==> src/rtl/lsu_data_memory.sv <==
// Single-port LSU data memory: power-on clear sweep, then single-cycle byte/half/word
// loads and stores with a registered one-cycle response.

module lsu_byte_lane #(
  parameter int LANE = 0
) (
  input  logic [1:0] size,
  input  logic [1:0] addr_lo,
  input  logic [7:0] b_lo,
  input  logic [7:0] b_hi,
  input  logic [7:0] b_word,
  output logic       be,
  output logic [7:0] wbyte
);
  localparam logic [1:0] LN = 2'(LANE);

  always_comb begin
    be    = 1'b0;
    wbyte = b_lo;
    case (size)
      2'b00: be = (addr_lo == LN);
      2'b01: begin
        be    = (addr_lo[1] == LN[1]);
        wbyte = LN[0] ? b_hi : b_lo;
      end
      2'b10: begin
        be    = 1'b1;
        wbyte = b_word;
      end
      default: ;
    endcase
  end
endmodule

module lsu_data_memory #(
  parameter int ADDR_WIDTH = 8,
  parameter int DATA_WIDTH = 32
) (
  input  logic                  clk,
  input  logic                  rst,
  input  logic                  req_valid,
  output logic                  req_ready,
  input  logic                  req_write,
  input  logic [1:0]            req_size,
  input  logic                  req_unsigned,
  input  logic [ADDR_WIDTH-1:0] req_addr,
  input  logic [DATA_WIDTH-1:0] req_wdata,
  output logic                  rsp_valid,
  output logic [DATA_WIDTH-1:0] rsp_rdata,
  output logic                  rsp_error
);
  localparam int NUM_LANES = DATA_WIDTH / 8;
  localparam int IW        = ADDR_WIDTH - 2;
  localparam int DEPTH     = 1 << IW;
  localparam logic [IW-1:0] LAST = '1;

  if (DATA_WIDTH != 32) begin : g_bad_width
    $error("lsu_data_memory supports only DATA_WIDTH = 32");
  end

  typedef enum logic {INIT, READY} state_t;

  typedef struct packed {
    logic                  write;
    logic [1:0]            size;
    logic                  uns;
    logic [ADDR_WIDTH-1:0] addr;
    logic [DATA_WIDTH-1:0] wdata;
  } req_t;

  state_t        state, state_nx;
  logic [IW-1:0] clr_idx, clr_idx_nx;
  logic          clr_en;
  req_t          req;

  logic [NUM_LANES-1:0][7:0] mem [DEPTH];
  logic [NUM_LANES-1:0]      lane_be;
  logic [NUM_LANES-1:0][7:0] lane_wb;

  logic                  accept, misalign, st_en;
  logic [IW-1:0]         widx;
  logic [DATA_WIDTH-1:0] rd_word, ld_data;
  logic [7:0]            byte_sel;
  logic [15:0]           half_sel;

  assign req = '{write: req_write, size: req_size, uns: req_unsigned,
                 addr: req_addr, wdata: req_wdata};

  always_ff @(posedge clk) begin
    if (rst) begin
      state   <= INIT;
      clr_idx <= '0;
    end else begin
      state   <= state_nx;
      clr_idx <= clr_idx_nx;
    end
  end

  // Ready is masked by rst so a request in the reset cycle is never accepted.
  always_comb begin
    state_nx   = state;
    clr_idx_nx = clr_idx;
    clr_en     = 1'b0;
    req_ready  = 1'b0;
    case (state)
      INIT: begin
        clr_en     = 1'b1;
        clr_idx_nx = clr_idx + 1'b1;
        if (clr_idx == LAST) state_nx = READY;
      end
      READY:   req_ready = !rst;
      default: state_nx = INIT;
    endcase
  end

  assign accept   = req_valid & req_ready;
  assign misalign = (req.size == 2'b11) ||
                    (req.size == 2'b01 && req.addr[0]) ||
                    (req.size == 2'b10 && req.addr[1:0] != 2'b00);
  assign st_en    = accept & req.write & !misalign;
  assign widx     = req.addr[ADDR_WIDTH-1:2];

  for (genvar i = 0; i < NUM_LANES; i++) begin : g_lane
    lsu_byte_lane #(.LANE(i)) u_lane (
      .size    (req.size),
      .addr_lo (req.addr[1:0]),
      .b_lo    (req.wdata[7:0]),
      .b_hi    (req.wdata[15:8]),
      .b_word  (req.wdata[8*i +: 8]),
      .be      (lane_be[i]),
      .wbyte   (lane_wb[i])
    );
  end

  always_ff @(posedge clk) begin
    if (!rst) begin
      if (clr_en) mem[clr_idx] <= '0;
      else if (st_en) begin
        for (int l = 0; l < NUM_LANES; l++)
          if (lane_be[l]) mem[widx][l] <= lane_wb[l];
      end
    end
  end

  // Read is combinational off the array, so a store landing on the previous
  // edge is already visible to the next load.
  assign rd_word  = mem[widx];
  assign byte_sel = rd_word[{req.addr[1:0], 3'b000} +: 8];
  assign half_sel = rd_word[{req.addr[1], 4'b0000} +: 16];

  always_comb begin
    case (req.size)
      2'b00:   ld_data = req.uns ? {{(DATA_WIDTH-8){1'b0}}, byte_sel}
                                 : {{(DATA_WIDTH-8){byte_sel[7]}}, byte_sel};
      2'b01:   ld_data = req.uns ? {{(DATA_WIDTH-16){1'b0}}, half_sel}
                                 : {{(DATA_WIDTH-16){half_sel[15]}}, half_sel};
      default: ld_data = rd_word;
    endcase
  end

  always_ff @(posedge clk) begin
    if (rst) begin
      rsp_valid <= 1'b0;
      rsp_error <= 1'b0;
      rsp_rdata <= '0;
    end else if (accept) begin
      rsp_valid <= 1'b1;
      rsp_error <= misalign;
      rsp_rdata <= (misalign || req.write) ? '0 : ld_data;
    end else begin
      rsp_valid <= 1'b0;
      rsp_error <= 1'b0;
      rsp_rdata <= '0;
    end
  end
endmodule

==> config.mk <==
export PLATFORM = sky130hd
export DESIGN_NAME = lsu_data_memory
export DESIGN_NICKNAME = d
export VERILOG_FILES = /design/src/rtl/lsu_data_memory.sv
export SDC_FILE = /design/constraint.sdc
export NUM_CORES = 2
export LEC_CHECK = 0
export BUFFER_PORTS_ARGS = -buffer_cell sky130_fd_sc_hd__buf_2
export CORE_UTILIZATION = 37
export CTS_BUF_LIST = sky130_fd_sc_hd__clkbuf_16
export DETAILED_ROUTE_END_ITERATION = 10
export HOLD_SLACK_MARGIN = 0.12
export PLACE_DENSITY = 0.56
export RECOVER_POWER = 100
export SLEW_MARGIN = 30
export SYNTH_ARGS = -nofsm -noshare
export SYNTH_HDL_FRONTEND = slang
export SYNTH_SLANG_ARGS = --single-unit
==> constraint.sdc <==
create_clock -name clk -period 5.4 [get_ports clk]
set_input_delay 0.81 -clock clk [delete_from_list [all_inputs] [get_ports clk]]
set_output_delay 0.81 -clock clk [all_outputs]
set_load 0.1 [all_outputs]
Word-level counts from Yosys, hierarchy flattened
Memory sizes are Yosys's and may differ from the RTL's.
Index checks and enable logic that the tools add are counted.
- flip-flop bits (word level): 41
- RAM bits: 2048
- input bits: 47
- output and inout bits: 35
- memories kept: 1
- add/subtract/negate cells: 1
- eq/ne operators: 7
- shift-type cells: 2
- mux-type cells: 40
- bitwise gates (word level): 5
- reduce and logical (&&, ||, !) cells: 14
- memory list (memory ; depth ; width ; rd ports ; clocked after Yosys merged registers in ; wr ports ; RTL line ; source):
    mem ; 64 ; 32 ; 1 ; 0 ; 1 ; 76 ; logic [NUM_LANES-1:0][7:0] mem [DEPTH];
- operators with widths (operator ; number):
    two-way mux 32 bit ; 3
    one-hot mux 32 bit (2 select lines) ; 1
    OR reduction 32 bit ; 1
    indexed part select 32 x 6 -> 16 bit ; 1
    indexed part select 32 x 6 -> 8 bit ; 1
    two-way mux 1 bit ; 27
    two-way mux 8 bit ; 2
    one-hot mux 8 bit (2 select lines) ; 1
    one-hot mux 1 bit (3 select lines) ; 4
    equality test 2 bit, second input constant ; 4
    adder 6 x 1 -> 6 bit, second input constant ; 1
    equality test 6 bit, second input constant ; 1
    two-way mux 6 bit ; 1
    equality test 2 x 1 -> 1 bit, second input constant ; 2
    zero test 2 bit ; 2
    two-way mux 4 bit ; 1
    OR reduction 2 bit ; 2
    AND 1 bit ; 3
    logical OR 1 bit ; 3
    OR reduction 3 bit ; 1
    logical AND 1 bit ; 2
    zero test 1 bit ; 2
    inverter 1 bit ; 2
    nonzero test 2 bit ; 1

Depth between registers and ports, before layout
- word-level depth: 12
- depth in mapped cells: 14
- depth with buffers taken out: 10

Modules after synthesis
A second synthesis with hierarchy kept.
- cell total of the unflattened synthesis: 3934
- area total of the unflattened synthesis: 82560.4 um^2
- by module, submodules not included (module ; instances ; cells an instance ; area each (um^2)):
    lsu_data_memory ; 1 ; 3833 ; 81668.3
    lsu_byte_lane (g_lane[1].u_lane) ; 1 ; 37 ; 284.0
    lsu_byte_lane (g_lane[3].u_lane) ; 1 ; 38 ; 281.5
    lsu_byte_lane (g_lane[2].u_lane) ; 1 ; 13 ; 163.9
    lsu_byte_lane (g_lane[0].u_lane) ; 1 ; 13 ; 162.7

Worst setup path before layout
OpenSTA, ideal clock, no wires.
- path kind: input to register
- start point: input port rst
- end point: memory mem[0][31] (netlist bit), data pin
- data arrival time: 6358 ps
- path slack: -1679 ps
- cell stages on the path: 8
- path buffers: 3
- path through: nor2b_1 > nand2_1 > nor3_1 > o21ai_0 > clkbuf_1 > clkbuf_1 > clkbuf_1 > a211oi_1
- word-level cells in the longest chain between the ends: 11
- elaborated cells between the ends (all ways): 23
- ends and longest elaborated chain (item ; RTL line ; source):
    start, declared ; 40 ; input logic rst,
    zero test 1 bit ; n/a ;
    two-way mux 1 bit ; 105 ; case (state)
    AND 1 bit ; 116 ; assign accept = req_valid & req_ready;
    AND 1 bit (2 in a row) ; 120 ; assign st_en = accept & req.write & !misalign;
    two-way mux 1 bit ; 138 ; else if (st_en) begin
    two-way mux 1 bit ; 137 ; if (clr_en) mem[clr_idx] <= '0;
    two-way mux 1 bit ; 136 ; if (!rst) begin
    two-way mux 1 bit (not written as such) ; 140 ; if (lane_be[l]) mem[widx][l] <= lane_wb[l];
    OR reduction 32 bit (no line) (*) ; n/a ;
    two-way mux 32 bit (no line) (*) ; n/a ;
    end, declared ; 76 ;
Every way passes the cells marked *; elsewhere a longest branch is shown, timed or not.

Final worst setup path
- start point: register state
- end point: memory mem[16][26] (netlist bit), enable pin
- word-level cells in the longest chain between the ends: 10
- elaborated cells between the ends (all ways): 26
- ends and longest elaborated chain (item ; RTL line ; source):
    start, declared ; 71 ; state_t state, state_nx;
    start signal, assigned ; 94 ; state <= state_nx;
    two-way mux 1 bit ; 105 ;
    AND 1 bit ; 116 ;
    AND 1 bit (2 in a row) ; 120 ;
    two-way mux 1 bit ; 138 ;
    two-way mux 1 bit ; 137 ;
    two-way mux 1 bit ; 136 ;
    two-way mux 1 bit (not written as such) ; 140 ;
    OR reduction 32 bit (no line) ; n/a ;
    two-way mux 6 bit (no line) / two-way mux 4 bit (equally long branches) ; n/a ;
Parallel ways exist; a longest one is shown, timed or not.

==> summary.md <==
| Metric | Value |
|---|---|
| Status | `complete, but fails checks` |
| Failing checks | `max-capacitance violations, max-slew violations` |
| Yosys Warn Count | `0` |
| Post-route insts no fill | `7190` |
| Global-route usage over all layers | `19.1%` |
| R2r startpoint | `state` |
| CP Data Arrival Time | `5.30 ns` |
| FMAX | `209 MHz` |
| Inst Count DP | `6811` |
| Top cell type's share of synthesized area | `75.2%` |
| CTS Buf Count | `208` |
| Hold path startpoint | `rst` |
| CP Class | `register to register` |
| Reg-to-reg slack, setup | `0.61 ns` |
| Vias in the first global route | `40300` |
| Num ports | `82` |
| Clock buffer depth | `3` |
| Seq/Total Area, Yosys | `76.2%` |
| CTS tree | `built` |
| Initial Utilization | `37.2%` |
| Endpoint, Worst Hold | `clr_idx[5]` |
| Max-slew violations | `588` |
| Setup TNS | `0 ns` |
| Worst Setup Start Kind | `register` |
| Setup Viol. Count Final | `0` |
| Congestion Overflow GR | `0` |
| Initial antenna violation count | `5` |
| Share of layout cells above drive strength 1 | `26.3%` |
| Setup crit end kind | `register` |
| Wirelength per Cell | `29.5 um` |
| EDFF count, synth | `2048` |
| Worst EP required | `5.91 ns` |
| Drc violations | `0` |
| Pre-antenna DRT Iters | `5` |
| Cell count after synthesis | `3736` |
| Leak | `33.4 nW` |
| Area Growth Syn to Fin | `13.8%` |
| Vias per cell | `5.48` |
| Worst relative slew slack | `-46.3%` |
| Hold path depth | `2` |
| Distinct cells, synth | `60` |
| Min cycle time layout | `4.79 ns` |
| Total die area | `0.223 mm^2` |
| First-pass GRT wire length | `305 mm` |
| Max-cap violation count | `14` |
| Synthesized area per cell | `21.9 um^2` |
| Die Span Y | `472 um` |
| Placeable Area | `0.220 mm^2` |
| FF+latch count, synth | `2089` |
| Post-DP Area | `0.0876 mm^2` |
| Latest clock arrival within the worst-skew pair | `0.85 ns` |
| FFs w/ async S/R, synth | `0%` |
| Hold Fails Final Rpt | `0` |
| Worst-margin pin slew | `2.19 ns` |
| Final Cycle Share | `88.8%` |
| Clock Skew | `0.0435 ns` |
| Syn Nets | `3788` |
| I/O Buffers | `81` |
| Crit-path max FO | `28` |
| Initial DRC Count | `4464` |
| Final wirelength | `212 mm` |
| Post-Syn Area | `0.0818 mm^2` |
| VDD IR-drop max | `0.350 mV` |
| DRT antenna net count | `0` |
| Clock-pin slew on the worst setup and hold paths | `0.06 ns` |
| RSZ-0062 raised after global routing | `no` |
| Routability cong. | `0.878` |
| Design Area, Final | `0.0931 mm^2` |
| Hold Path Class | `input port to register` |
| PwrDens | `348 mW/mm^2` |
| Ys flop type | `edfxtp_1` |
| HPWL Detailed | `137 mm` |
| Nets | `4115` |
| Root Driver | `clkbuf_16` |
| CTS resizes | `0` |
| Commonest cells post-synth | `edfxtp_1 (2048), mux4_2 (585), nor2_1 (270)` |
| Top-count cell post-synth | `edfxtp_1` |
| # hold bufs at CTS | `0` |
| Final cell utilization of the core | `42.4%` |
| Area leader, netlist | `edfxtp_1` |
| FF-to-FF End | `mem[16][26]` |
| Post-CTS setup buffer count | `0` |
| Clk sinks | `2089` |
| Die X | `472 um` |
| Post-layout power | `32.4 mW` |
| H-Tree Depth | `4` |
| Largest net degree at the start of global routing | `82` |
| Worst R2R Path Depth | `11` |
| Area contributors post-synth | `edfxtp_1 (75%), mux4_2 (16%), nor2_1 (1.2%), mux2i_1 (1.2%), dfxtp_1 (1.0%)` |
| Via count | `39400` |
| Number of core rows | `172` |
-- power by group --
part / internal (mW) / switching (mW)
combinational: 0.404 / 0.695
clock: 7.60 / 6.14
sequential: 17.6 / 0.0153
total: 25.6 / 6.85
-- state kept, by name (all words and copies together), names as in the netlist --
register,count
rsp_valid,1
mem,2048
state,1
clr_idx,6
rsp_rdata,32
rsp_error,1
-- cell usage in the layout (no fill, tap or decap), types with 23 or more instances in the layout --
cell / n
mux4_2: 585
clkbuf_1: 178
clkbuf_16: 211
mux2i_1: 96
edfxtp_1: 2048
nand2_1: 30
a22oi_1: 32
inv_1: 67
clkinv_2: 33
clkbuf_2: 30
nor2_1: 260
buf_2: 41
nor3_1: 71
a21oi_1: 30
buf_4: 92
o22ai_1: 23
clkinv_1: 47
dfxtp_1: 41
-- worst max-delay path, cell delays in order (launching register included) --
cell and delay [ns]:
dfxtp_1 0.55, nor2b_1 0.22, nand2_1 0.17, or3_1 0.49, nor2_2 0.14, buf_4 0.32
nor4_1 0.08, a31oi_1 1.01, clkbuf_1 0.64, or2_2 0.37, nor2_1 0.09, clkbuf_1 0.34
-- cells by family (layout without fill, tap and decap cells) --
family / after synthesis / in the layout / share of synthesized area, %
adder cells (fa/ha/maj): 5 / 5 / 0.0765
multiplexers: 698 / 698 / 17.6
buffers and inverters: 261 / 755 / 1.60
other: 0 / 2 / 0
AND/OR/NAND/NOR: 474 / 474 / 2.58
AO/OA/AOI/OAI: 204 / 204 / 1.85
XOR/XNOR: 5 / 5 / 0.0535
flip-flops: 2089 / 2089 / 76.2
-- metal layers --
layer | part of all wire (%) | track usage, %
met3 | 5.7 | 3.05
met5 | 0.0033 | 0
met2 | 49 | 31.1
met4 | 3.0 | 5.82
met1 | 42 | 26.3
-- metrics by stage --
| stage | setup WS [ns] | hold slack, ns |
|---|---|---|
| finish | 0.607 | 0.309 |
| global route | 0.471 | 0.280 |
| CTS | 1.13 | 0.259 |
| detailed placement | 0.408 | 0.657 |
| global placement | 0.340 | 0.643 |
| floorplan | 0.105 | 0.568 |
-- worst max path at each step --
| stage | to | cells past startpoint | slack [ns] | start |
|---|---|---|---|---|
| 2_1_floorplan | mem[0][24] | 9 | 0.11 | rst |
| 3_3_place_gp | mem[6][22] | 12 | 0.34 | req_size[0] |
| 3_5_place_dp | mem[18][4] | 13 | 0.41 | req_size[0] |
| 4_1_cts | mem[18][4] | 10 | 1.13 | state |
| 5_1_grt | mem[22][25] | 10 | 0.47 | state |
| 6_report | mem[16][26] | 11 | 0.61 | state |
-- final cells by class --
class                   instances  area [um^2]
fillers                     19000       127000
flip-flops and latches       2089        62300
multi-input cells            1386        18400
clock buffers                 211         5280
well taps                    2958         3700
repair buffers                365         2170
clock inverters               166         1190
inverters                      13         48.8
diodes                          2         5.00
No activity file was read; power rests on OpenSTA's default activity.
